==> config.mk <==
export PLATFORM = sky130hd
export DESIGN_NAME = pwm_sync_multi
export DESIGN_NICKNAME = d
export VERILOG_FILES = /design/src/rtl/pwm_sync_multi_pkg.sv /design/src/rtl/pwm_sync_multi_sync_edge_detect.sv /design/src/rtl/pwm_sync_multi.sv
export SDC_FILE = /design/constraint.sdc
export NUM_CORES = 1
export LEC_CHECK = 0
export CAP_MARGIN = 0
export CELL_PAD_IN_SITES_DETAIL_PLACEMENT = 1
export CELL_PAD_IN_SITES_GLOBAL_PLACEMENT = 1
export CORE_MARGIN = 5
export CORE_UTILIZATION = 25
export CTS_CLUSTER_SIZE = 30
export DETAILED_ROUTE_END_ITERATION = 16
export PLACE_DENSITY_LB_ADDON = 0.1
export SLEW_MARGIN = 20
export SYNTH_ARGS = -nofsm -noshare
export SYNTH_HDL_FRONTEND = slang
export SYNTH_HIERARCHICAL = 1
export SYNTH_SLANG_ARGS = --single-unit
==> constraint.sdc <==
create_clock -name clock -period 9.5 [get_ports clock]
set_input_delay 0.95 -clock clock [delete_from_list [all_inputs] [get_ports clock]]
set_output_delay 0.95 -clock clock [all_outputs]
set_load 0.03 [all_outputs]
==> src/rtl/pwm_sync_multi_pkg.sv <==
// pwm_sync_multi_pkg: shared defaults and helpers for the edge-locked multi-channel PWM
package pwm_sync_multi_pkg;
   localparam int NCH_DEF    = 2;
   localparam int RES_DEF    = 4;
   localparam int CNT_W_DEF  = 24;
   localparam int SYNC_N_DEF = 2;
   function automatic int ch_w(input int n);
      return n > 1 ? $clog2(n) : 1;
   endfunction
endpackage

==> src/rtl/pwm_sync_multi_sync_edge_detect.sv <==
// pwm_sync_multi_sync_edge_detect: synchronises an async input and flags its rising edges
module pwm_sync_multi_sync_edge_detect
   import pwm_sync_multi_pkg::*;
#(
   parameter int SYNC_N = SYNC_N_DEF
) (
   input  logic clock,
   input  logic i_reset_n,
   input  logic i_async,
   output logic o_rise
);
   logic [SYNC_N-1:0] sff;
   logic prev;
   always_ff @(posedge clock) begin
      if (!i_reset_n) begin
         sff  <= '0;
         prev <= 1'b0;
      end else begin
         sff  <= {sff[SYNC_N-2:0], i_async};
         prev <= sff[SYNC_N-1];
      end
   end
   assign o_rise = sff[SYNC_N-1] & ~prev;
endmodule

==> src/rtl/pwm_sync_multi.sv <==
// pwm_sync_multi: measures the period of i_signal and drives NCH PWM outputs locked to its rising edges
module pwm_sync_multi
   import pwm_sync_multi_pkg::*;
#(
   parameter int NCH    = NCH_DEF,
   parameter int RES    = RES_DEF,
   parameter int CNT_W  = CNT_W_DEF,
   parameter int SYNC_N = SYNC_N_DEF,
   localparam int CH_W  = ch_w(NCH)
) (
   input  logic             clock,
   input  logic             i_reset_n,
   input  logic             i_signal,
   input  logic             i_load,
   input  logic [CH_W-1:0]  i_ch,
   input  logic [RES-1:0]   i_duty,
   output logic [NCH-1:0]   o_pwm,
   output logic [CNT_W-1:0] o_period,
   output logic             o_valid,
   output logic             o_lost
);
   localparam logic [CNT_W-1:0] CNT_MAX = '1;
   logic edge_p, first_seen, sat, upd, tmo, valid_d;
   logic [CNT_W-1:0] cnt, cnt_inc;
   pwm_sync_multi_sync_edge_detect #(.SYNC_N(SYNC_N)) u_edge (
      .clock(clock),
      .i_reset_n(i_reset_n),
      .i_async(i_signal),
      .o_rise(edge_p)
   );
   always_comb begin
      sat     = cnt == CNT_MAX;
      cnt_inc = cnt + CNT_W'(1);
      upd     = edge_p & first_seen & ~sat;
      tmo     = sat & ~edge_p;
      valid_d = tmo ? 1'b0 : (upd | o_valid);
   end
   always_ff @(posedge clock) begin
      if (!i_reset_n) begin
         cnt        <= '0;
         o_period   <= '0;
         o_valid    <= 1'b0;
         o_lost     <= 1'b0;
         first_seen <= 1'b0;
      end else begin
         cnt        <= edge_p ? '0 : sat ? cnt : cnt_inc;
         o_valid    <= valid_d;
         o_lost     <= tmo | (o_lost & ~upd);
         first_seen <= edge_p | (first_seen & ~tmo);
         if (upd) o_period <= cnt_inc;
      end
   end
   for (genvar c = 0; c < NCH; c++) begin : g_ch
      logic [RES-1:0] shadow;
      logic [CNT_W-1:0] thr, thr_d, pos;
      logic [CNT_W+RES-1:0] prod;
      logic pwm;
      // position inside the window: 0 on the edge cycle, then cnt+1 tracks cycles already output
      always_comb begin
         prod  = {{RES{1'b0}}, cnt_inc} * {{CNT_W{1'b0}}, shadow};
         thr_d = edge_p ? CNT_W'(prod >> RES) : thr;
         pos   = edge_p ? '0 : cnt_inc;
      end
      always_ff @(posedge clock) begin
         if (!i_reset_n) begin
            shadow <= '0;
            thr    <= '0;
            pwm    <= 1'b0;
         end else begin
            if (i_load && i_ch == CH_W'(c)) shadow <= i_duty;
            thr <= thr_d;
            pwm <= valid_d && pos < thr_d;
         end
      end
      assign o_pwm[c] = pwm;
   end
endmodule

==> impl_metrics.json <==
{
  "run_status": "complete, no violations",
  "areaGrowthSynthToFinish_pct": 10.56,
  "wl_met2_um": 18360,
  "die_area_um2": 52260,
  "fin_skew_ns": 0.01781,
  "power_density_nw_per_um2": 75.20,
  "insertion_delay_ns": 0.40,
  "avgSynthCellArea_um2": 8.034,
  "max_slew_margin_pct": 27.72,
  "dp_hpwl_um": 30620,
  "yosysSeqAreaShare_pct": 18.77,
  "antenna_left": 0,
  "p_switching_mw": 0.2791,
  "core_um2": 47550,
  "grt_max_degree": 53,
  "period_needed_ns": 7.397,
  "wire_per_inst_um": 18.70,
  "drt-total-wl_um": 39220,
  "n_antenna_cell": 0,
  "placed_area_um2": 12920,
  "syn_area_um2": 11950,
  "final_nets": 1681,
  "p_leak_nw": 5.803,
  "netlist_instances": 1487,
  "fmax_mhz": 135.2,
  "async_flop_share_pct": 0,
  "met3WireLength_um": 814,
  "r2r_start": "cnt[0]",
  "slowest_delay_ns": 0.79,
  "grt_pass1_wl_um": 61780,
  "p_comb_share_pct": 8.9,
  "initial_utilization_pct": 25.13,
  "layout_common_cells": "inv_1, nor2b_1, nor2_1",
  "cpMaxStageDelayCell": "xor2_1",
  "tightest_slew_ns": 1.083,
  "io_buffers": 36,
  "end_kind": "flop",
  "ys_seq_elements": 112,
  "cts_resized": 0,
  "synth_ff_type": "dfxtp_1",
  "wl_met1_um": 19690,
  "drt_pass1_iterations": 4,
  "cts_buffer_depth": 2,
  "tritoncts.num_buffers": 9,
  "slew_viol_final": 0,
  "maxCapViolations": 0,
  "min-delay-start": "u_edge/sff[0]",
  "post-route-drc-count": 0,
  "cts_hold_buf": 0,
  "first_global_vias": 10520,
  "hold_class": "reg -> reg",
  "highest_layer": "met4",
  "yosys_warnings": 6,
  "rrSetupSlack_ns": 2.10,
  "fin_crit_sh_pct": 77.86,
  "path_common_cell": "ha_1",
  "gp_congestion": 0.7859,
  "sequentialPowerShare_pct": 49.1,
  "yosys.cell_types.count": 79,
  "arrival_ns": 7.68,
  "die_x_um": 228.6,
  "worstPathRequired_ns": 9.79,
  "drive_gt1_share_pct": 4.922,
  "power_frac_clock_pct": 42.0,
  "crit_fanout": 11,
  "layout_commonest_cell": "inv_1",
  "power.internal_mw": 0.7142,
  "ios": 37,
  "gr-total-overflow": 0,
  "root_buffer": "clkbuf_16",
  "cp-start-kind": "flop",
  "clk_pin_slew_ns": 0.09,
  "cts_tree": "done",
  "antenna_found_initial": 0,
  "vias": 10100,
  "path_class": "reg -> reg",
  "peakVddDrop_mv": 0.07716,
  "crit_chain": "ha_1, nand3_1, nor2_1, nand3_1, xor2_1, nor2b_1, fa_1, inv_1, fa_1, inv_1, ha_1, and3_1, a221oi_1, o21bai_1, or2_2, o22ai_1, xnor2_1, a21oi_1, ha_1, nand4_1, or2_2, or4_1, a21oi_1, nor4_1",
  "row_count": 80,
  "tns_ns": 0,
  "rsz0062_at_grt": "no",
  "finalSetupViolCount": 0,
  "synth_nets": 1689,
  "htree_levels": 3,
  "die_h_um": 228.6,
  "synth_edf_count": 0,
  "cp-startpoint": "cnt[0]",
  "cts.sinks": 112,
  "post_cts_buffers": 0,
  "hold_violations": 0,
  "final_area_um2": 13210,
  "finalPower_mw": 0.9933,
  "vias_per_cell": 4.814,
  "grt_usage_pct": 15.01,
  "p_sw_share_pct": 28.10,
  "drt_iter0_drc": 381
}
cells in the mapped netlist (33+ instances only):
cell type	instances	share of area, %
clkbuf_1	67	2.1
nand2b_1	37	1.9
fa_1	86	14
o21ai_0	36	1.5
nand2_1	93	2.9
nor2_1	124	3.9
nand3_1	33	1.4
dfxtp_1	112	19
ha_1	107	11
a211oi_1	34	2.1
a21o_1	35	2.2
inv_1	189	5.9
a21oi_1	93	3.9
nor2b_1	125	6.5
critical path: cells and delay by family, from the launching register on:
kind,cells,cell delay [ns]
adders and majority gates,5,2.05
xor gates and xnor gates,2,0.98
and+or+nand+nor,10,2.48
AOI/OAI and AO/OA,5,1.16
DFF,1,0.52
buffers and inverters,2,0.10
stage by stage:
stage | worst slack, ns | instances | hold WS (ns) | util (%)
after floorplan | 3.355 | 1487 | 0.4057 | -
after global placement | 2.214 | 2083 | 0.4297 | 27.17
after detailed placement | 2.010 | 2083 | 0.4381 | 27.17
after CTS | 2.000 | 2098 | 0.4566 | 27.78
after global routing | 1.350 | 2098 | 0.4725 | 27.78
final | 2.103 | 2098 | 0.4489 | 27.78
layout make-up:
class                           instances  area, um^2
Timing Repair Buffer                   61       548.0
Sequential cell                       112        2243
Fill cell                            5656       34340
Clock inverter                          4       45.04
Inverter                              191       716.9
Multi-Input combinational cell       1104        8642
Tap cell                              615       769.5
Clock buffer                           11       242.7
cells by family (layout without fill, tap and decap cells):
logic type	after synthesis	after routing	share of synthesized area (%)
buffers and inverters	271	267	8.902
flip-flops	112	112	18.77
XOR/XNOR	51	51	3.739
multiplexers	23	23	1.938
AND/OR/NAND/NOR	537	537	23.83
AO/OA/AOI/OAI	300	300	17.21
adder cells (fa/ha/maj)	193	193	25.62
flip-flops by register name, summed over array words and instances, names as in the netlist, 2 cells and up:
| register | count |
|---|---|
| cnt | 24 |
| g_ch.pwm | 2 |
| g_ch.shadow | 8 |
| g_ch.thr | 48 |
| o_period | 24 |
| u_edge/sff | 2 |
path summary, 6_finish.rpt:
path,endpoint,cells past startpoint
max,g_ch[1].pwm,24
min,u_edge/sff[1],1
max reg2reg,g_ch[1].pwm,24
min reg2reg,u_edge/sff[1],1
layer usage:
layer | track usage (%) | vias to the layer above
met5 | 0 | -
met4 | 2.723 | 0
met3 | 1.888 | 16
met2 | 24.99 | 56
met1 | 21.12 | 5099
li1 | - | 4928
power by group through the flow:
stage                     Sequential (mW)  Clock, mW  Combinational, mW
final                               0.488      0.417             0.0880
after global routing                0.490      0.451             0.0969
after global placement              0.499          0             0.0895
after detailed placement            0.499          0             0.0898
after floorplan                     0.492          0             0.0554
after CTS                           0.488      0.441             0.0903
(Power assumes the default switching activity.)
